## config.mk

```make
export PLATFORM = sky130hd
export DESIGN_NAME = elevator_scheduler
export DESIGN_NICKNAME = d
export VERILOG_FILES = /design/src/rtl/elevator_pkg.sv /design/src/rtl/elevator_floor_picker.sv /design/src/rtl/elevator_scheduler.sv
export SDC_FILE = /design/constraint.sdc
export NUM_CORES = 1
export LEC_CHECK = 0
export ABC_AREA = 1
export CAP_MARGIN = 20
export CORE_UTILIZATION = 49
export CTS_CLUSTER_SIZE = 24
export DETAILED_ROUTE_END_ITERATION = 16
export DONT_BUFFER_PORTS = 1
export PLACE_DENSITY_LB_ADDON = 0.1
export SLEW_MARGIN = 25
export SYNTH_ARGS = -nofsm -noshare
export SYNTH_HDL_FRONTEND = slang
export SYNTH_SLANG_ARGS = --single-unit
```

## constraint.sdc

```tcl
create_clock -name clk -period 2.25 [get_ports clk]
set_clock_uncertainty 0.05 [all_clocks]
set_input_delay 0.45 -clock clk [delete_from_list [all_inputs] [get_ports clk]]
set_output_delay 0.45 -clock clk [all_outputs]
set_load 0.03 [all_outputs]
```

## src/rtl/elevator_pkg.sv

```systemverilog
`default_nettype none
// ============================================================
// Module   : elevator_pkg
// Brief    : Shared scheduler states, direction codes, floor count.
// Revision : 1.0
// ============================================================
package elevator_pkg;

    localparam int DEF_NUM_FLOORS = 8;

    localparam logic DIR_UP   = 1'b1;
    localparam logic DIR_DOWN = 1'b0;

    typedef enum logic [2:0] {
        IDLE        = 3'd0,
        SELECT      = 3'd1,
        DISPATCH    = 3'd2,
        WAIT_ARRIVE = 3'd3,
        FAULT       = 3'd4
    } sched_state_t;

endpackage
`default_nettype wire

```

## src/rtl/elevator_floor_picker.sv

```systemverilog
`default_nettype none
// ============================================================
// Module   : elevator_floor_picker
// Brief    : Combinational SCAN picker (nearest above / below).
// Revision : 1.0
// ============================================================
module elevator_floor_picker
    import elevator_pkg::*;
#(
    parameter int NUM_FLOORS = DEF_NUM_FLOORS,
    parameter int FLOOR_W    = $clog2(NUM_FLOORS)
) (
    input  logic [NUM_FLOORS-1:0] pending,
    input  logic [FLOOR_W-1:0]    car_floor,
    input  logic                  dir,
    output logic                  found,
    output logic [FLOOR_W-1:0]    pick_floor,
    output logic                  new_dir
);

    logic [NUM_FLOORS-1:0] w_above;
    logic [NUM_FLOORS-1:0] w_below;
    logic                  w_up_found;
    logic                  w_dn_found;
    logic [FLOOR_W-1:0]    w_up_floor;
    logic [FLOOR_W-1:0]    w_dn_floor;

    for (genvar i = 0; i < NUM_FLOORS; i++) begin : g_split
        assign w_above[i] = pending[i] && (FLOOR_W'(i) > car_floor);
        assign w_below[i] = pending[i] && (FLOOR_W'(i) < car_floor);
    end

    // Nearest above is the lowest set bit; the last hit in a descending scan wins.
    always_comb begin
        w_up_found = 1'b0;
        w_up_floor = '0;
        for (int i = NUM_FLOORS - 1; i >= 0; i--) begin
            if (w_above[i]) begin
                w_up_found = 1'b1;
                w_up_floor = FLOOR_W'(i);
            end
        end
    end

    always_comb begin
        w_dn_found = 1'b0;
        w_dn_floor = '0;
        for (int i = 0; i < NUM_FLOORS; i++) begin
            if (w_below[i]) begin
                w_dn_found = 1'b1;
                w_dn_floor = FLOOR_W'(i);
            end
        end
    end

    always_comb begin
        found      = 1'b1;
        pick_floor = '0;
        new_dir    = dir;
        if (dir == DIR_UP) begin
            if (w_up_found) begin
                pick_floor = w_up_floor;
            end else if (w_dn_found) begin
                pick_floor = w_dn_floor;
                new_dir    = DIR_DOWN;
            end else begin
                found = 1'b0;
            end
        end else begin
            if (w_dn_found) begin
                pick_floor = w_dn_floor;
            end else if (w_up_found) begin
                pick_floor = w_up_floor;
                new_dir    = DIR_UP;
            end else begin
                found = 1'b0;
            end
        end
    end

endmodule
`default_nettype wire

```

## src/rtl/elevator_scheduler.sv

```systemverilog
`default_nettype none
// ============================================================
// Module   : elevator_scheduler
// Brief    : SCAN request scheduler and dispatcher for one car.
// Revision : 1.0
// ============================================================
module elevator_scheduler
    import elevator_pkg::*;
#(
    parameter int NUM_FLOORS     = DEF_NUM_FLOORS,
    parameter int FLOOR_W        = $clog2(NUM_FLOORS),
    parameter int TIMEOUT_CYCLES = 1024
) (
    input  logic                  clk,
    input  logic                  reset,
    input  logic [NUM_FLOORS-1:0] req_floor,
    input  logic [FLOOR_W-1:0]    car_floor,
    input  logic                  dest_ready,
    input  logic                  arrived,
    output logic                  dest_valid,
    output logic [FLOOR_W-1:0]    dest_floor,
    output logic                  dest_up_ndown,
    output logic [NUM_FLOORS-1:0] pending,
    output logic                  queue_empty,
    output logic                  busy,
    output logic                  fault
);

    localparam int                c_wd_w    = (TIMEOUT_CYCLES > 2) ? $clog2(TIMEOUT_CYCLES) : 1;
    localparam logic [c_wd_w-1:0] c_wd_last = c_wd_w'(TIMEOUT_CYCLES - 1);

    sched_state_t          r_state;
    sched_state_t          w_state_nxt;
    logic [NUM_FLOORS-1:0] r_pending;
    logic [NUM_FLOORS-1:0] w_pending_nxt;
    logic                  r_dir;
    logic                  w_dir_nxt;
    logic                  r_dest_valid;
    logic                  w_dest_valid_nxt;
    logic [FLOOR_W-1:0]    r_dest_floor;
    logic [FLOOR_W-1:0]    w_dest_floor_nxt;
    logic                  r_dest_up_ndown;
    logic                  w_dest_up_ndown_nxt;
    logic                  r_fault;
    logic                  w_fault_nxt;
    logic [c_wd_w-1:0]     r_wdog;
    logic [c_wd_w-1:0]     w_wdog_nxt;

    logic [NUM_FLOORS-1:0] w_car_onehot;
    logic [NUM_FLOORS-1:0] w_req_eff;
    logic [NUM_FLOORS-1:0] w_clear_mask;
    logic                  w_found;
    logic [FLOOR_W-1:0]    w_pick_floor;
    logic                  w_new_dir;

    elevator_floor_picker #(
        .NUM_FLOORS (NUM_FLOORS),
        .FLOOR_W    (FLOOR_W)
    ) u_picker (
        .pending    (r_pending),
        .car_floor  (car_floor),
        .dir        (r_dir),
        .found      (w_found),
        .pick_floor (w_pick_floor),
        .new_dir    (w_new_dir)
    );

    assign w_car_onehot = NUM_FLOORS'(1) << car_floor;
    // A car already parked at the requested floor needs no trip.
    assign w_req_eff    = (r_state == IDLE) ? (req_floor & ~w_car_onehot) : req_floor;

    always_ff @(posedge clk) begin
        if (!reset) begin
            r_state         <= IDLE;
            r_pending       <= '0;
            r_dir           <= DIR_UP;
            r_dest_valid    <= 1'b0;
            r_dest_floor    <= '0;
            r_dest_up_ndown <= DIR_UP;
            r_fault         <= 1'b0;
            r_wdog          <= '0;
        end else begin
            r_state         <= w_state_nxt;
            r_pending       <= w_pending_nxt;
            r_dir           <= w_dir_nxt;
            r_dest_valid    <= w_dest_valid_nxt;
            r_dest_floor    <= w_dest_floor_nxt;
            r_dest_up_ndown <= w_dest_up_ndown_nxt;
            r_fault         <= w_fault_nxt;
            r_wdog          <= w_wdog_nxt;
        end
    end

    always_comb begin
        w_state_nxt         = r_state;
        w_dir_nxt           = r_dir;
        w_dest_valid_nxt    = r_dest_valid;
        w_dest_floor_nxt    = r_dest_floor;
        w_dest_up_ndown_nxt = r_dest_up_ndown;
        w_fault_nxt         = r_fault;
        w_wdog_nxt          = r_wdog;
        w_clear_mask        = '0;

        case (r_state)
            IDLE: begin
                if (r_pending != '0) begin
                    w_state_nxt = SELECT;
                end
            end
            SELECT: begin
                if (w_found) begin
                    w_dest_floor_nxt    = w_pick_floor;
                    w_dest_up_ndown_nxt = w_new_dir;
                    w_dir_nxt           = w_new_dir;
                    w_dest_valid_nxt    = 1'b1;
                    w_state_nxt         = DISPATCH;
                end else begin
                    w_clear_mask = w_car_onehot;
                    w_state_nxt  = IDLE;
                end
            end
            DISPATCH: begin
                if (r_dest_valid && dest_ready) begin
                    w_dest_valid_nxt = 1'b0;
                    w_wdog_nxt       = '0;
                    w_state_nxt      = WAIT_ARRIVE;
                end
            end
            WAIT_ARRIVE: begin
                if (arrived) begin
                    w_clear_mask = w_car_onehot;
                    w_state_nxt  = SELECT;
                end else if (r_wdog == c_wd_last) begin
                    w_fault_nxt = 1'b1;
                    w_state_nxt = FAULT;
                end else begin
                    w_wdog_nxt = r_wdog + 1'b1;
                end
            end
            FAULT: begin
                w_dest_valid_nxt = 1'b0;
            end
            default: begin
                w_state_nxt = IDLE;
            end
        endcase

        // Clear is applied after the OR so it wins over a same-cycle request.
        if (r_state == FAULT) begin
            w_pending_nxt = r_pending;
        end else begin
            w_pending_nxt = (r_pending | w_req_eff) & ~w_clear_mask;
        end
    end

    assign dest_valid    = r_dest_valid;
    assign dest_floor    = r_dest_floor;
    assign dest_up_ndown = r_dest_up_ndown;
    assign pending       = r_pending;
    assign fault         = r_fault;
    assign queue_empty   = (r_pending == '0);
    assign busy          = (r_state != IDLE);

endmodule
`default_nettype wire
```

==> qor.yml <==
floorplan:
  row_count: 21
  dieArea_mm2: 0.003866
  die_h_um: 62.18
  die_w_um: 62.18
  core_area_mm2: 0.003390
  pin_count: 31
  start_util: 0.5234
synthesis:
  synth_area_mm2: 0.001774
  synth.area.mux_share: 0
  synthTopCellsByCount: "nand2_1, nor2_1, inv_1"
  post_synth_fa_ha_maj_area_fraction: 0.007052
  syn-instance-count: 271
  synth_edf_count: 0
  syn_avg_cell_area_um2: 6.547
  synth_top_family_by_area: "simple AND/OR/NAND/NOR gates"
  synthDistinctLibCells: 32
  synth_compound_area_frac: 0.1925
  yosys_register_bits: 27
  async_reset_ff_frac: 0
  synthXorXnorAreaFrac: 0.01481
  ys_warn_count: 0
  yosys.area_share.simple: 0.3858
  yosys_most_used_dff: "dfxtp_1"
  ys_top_cells_by_area: "dfxtp_1, nand2_1, nor2_1, inv_1, nand3_1"
  yosysMostFrequentCell: "nand2_1"
  yosys.area.top_type: "dfxtp_1"
  synth_top_area_frac: 0.3047
  yosysSeqAreaShare: 0.3047
  synth_fp_nets: 287
sta:
  post-route-period-util: 0.8775
  hold_viol_final: 0
  relSlewSlack: 0.5872
  rsz0062_at_grt: "no"
  clock.fmax_mhz: 506.5
  fin_tns_setup_ns: 0
  worst_slew_pin_slew_ns: 0.6158
  slew_viol_final: 0
  setup-violations-final: 0
  fin_crit_ns: 1.974
layout:
  n_fill_cell: 342
  layout.nets: 296
  layout-drive-gt1-share: 0.1792
  utilization: 0.5596
  antenna_cells: 0
  area_growth_pct: 6.911
clock_tree:
  postCtsSetupBuffers: 0
  clk_latency_ns: 0.34
  root_buffer: "clkbuf_4"
  cts_buffers: 3
  cts_tree: "yes"
  cts_sinks: 27
  cts.path.max_buffers: 2
  clk_pin_slew_ns: 0.16
  htreeDepth: 1
routing:
  drc: 0
  drtIter0Drc: 73
  dr.pass1.iters: 4
  vias: 1664
  vias_per_cell: 5.120
  drt.antenna.violating_nets: 0
  wl_per_cell_um: 12.53
  wl_mm: 4.073
critical_path:
  start_kind: "flop"
  crit_chain: "nor2_1, inv_1, nor2_1, inv_1"
  slowest_stage: "dfxtp_1"
  max_stage_delay_ns: 0.48
  cp_max_fo: 8
  critical_path_class: "reg -> out"
  crit_arrival_ns: 1.47
  cp-end-kind: "output pin"
  worstPathRequired_ns: 1.75
grt:
  grt_first_pass_wirelength_mm: 7.072
  grt_max_degree: 18
  overflow: 0
  grt_pass1_vias: 1544
  antenna_found_initial: 0
  track_usage: 0.2303
outcome:
  outcome: "complete, no violations"
pwr:
  p_per_area_mw_per_mm2: 685.5
  vdd_ir_drop_max_v: 0.0004380
  p_leak_nw: 0.8039
placement:
  port_buffers: 0
  hpwl_mm: 3.215
  routabilityCongestion: 0.8544
min_path:
  hold_path_class: "in -> reg"
run:
  max_cap_violations: 0
kinds of logic (layout without fill, tap and decap cells):
kind of cell	after synthesis	after routing
AOI/OAI and AO/OA	50	50
xor gates and xnor gates	3	3
adders and majority gates	1	1
buffers and inverters	40	48
DFF	27	27
and+or+nand+nor	150	150
routing by layer:
layer / part of all wire / global-route usage / vias up
li1: - / - / 894
met1: 0.50 / 0.3341 / 722
met2: 0.44 / 0.3434 / 43
met3: 0.053 / 0.04779 / 5
met4: 0.0096 / 0.06105 / 0
met5: 0 / 0 / -
final timing paths:
path	from	to	slack, ns	cells after the start
max	r_state[0]	busy	0.28	4
min reg2reg	r_wdog[8]	r_wdog[8]	0.43	2
min	reset	r_state[0]	0.15	2
max reg2reg	r_wdog[0]	r_wdog[6]	0.37	9
timing repair:
action / 4_1_cts / 5_1_grt
endpoints found under the setup margin: 0 / 1
resized for setup: 0 / 1
hold buffers: 0 / 0
endpoints found under the hold margin: 0 / 0
sequential cells by signal (all words and copies together) (netlist names):
signal         flops
fault              1
r_wdog            10
pending            8
r_state            3
dest_up_ndown      1
dest_valid         1
dest_floor         3
cell type report:
type	count	area (um^2)	share of cell area
Inverter	36	137.6	0.07256
Clock inverter	1	8.758	0.004617
Timing Repair Buffer	8	60.06	0.03166
Tap cell	46	57.56	0.03034
Clock buffer	3	22.52	0.01187
Multi-Input combinational cell	204	1070	0.5640
Sequential cell	27	540.5	0.2850
cells in the final DEF (no fill, tap or decap), types with 2 or more instances in the layout:
cell type | netlist | final
buf_4 | 0 | 8
dfxtp_1 | 27 | 27
nor3_2 | 2 | 3
o211ai_1 | 7 | 7
inv_1 | 30 | 30
xor2_1 | 3 | 3
nand2_1 | 72 | 72
o21ai_2 | 2 | 2
a21oi_2 | 8 | 8
nand4_1 | 2 | 2
o21ai_0 | 13 | 13
nand3_1 | 18 | 18
a21oi_1 | 13 | 13
nor2_2 | 4 | 4
inv_2 | 5 | 5
nand3_2 | 4 | 4
a211oi_1 | 2 | 2
nor3_1 | 4 | 3
nor2_4 | 2 | 2
clkbuf_4 | 0 | 3
nand2_2 | 6 | 6
nor2_1 | 34 | 34
metrics by stage:
stage | area [um^2] | setup WS, ns | power (mW) | std cells | hold WS, ns
after global placement | 1861 | 0.3386 | 1.078 | 321 | 0.4076
after CTS | 1892 | 0.05974 | 1.309 | 325 | 0.1338
final | 1897 | 0.2756 | 1.300 | 325 | 0.1475
after global routing | 1897 | 0.1639 | 1.398 | 325 | 0.1349
after floorplan | 1774 | 0.3376 | 0.9887 | 271 | 0.3910
after detailed placement | 1861 | 0.3147 | 1.081 | 321 | 0.4113
worst max-delay path, delay by kind of cell, from the launching register on:
family / cells / cell delay, ns
DFF: 1 / 0.48
buffers and inverters: 2 / 0.48
and+or+nand+nor: 2 / 0.18
power by group:
part | switching, mW | internal (mW)
registers | 0.0832 | 0.529
logic | 0.315 | 0.145
clock network | 0.155 | 0.0726
No activity file was read; power rests on OpenSTA's default activity.
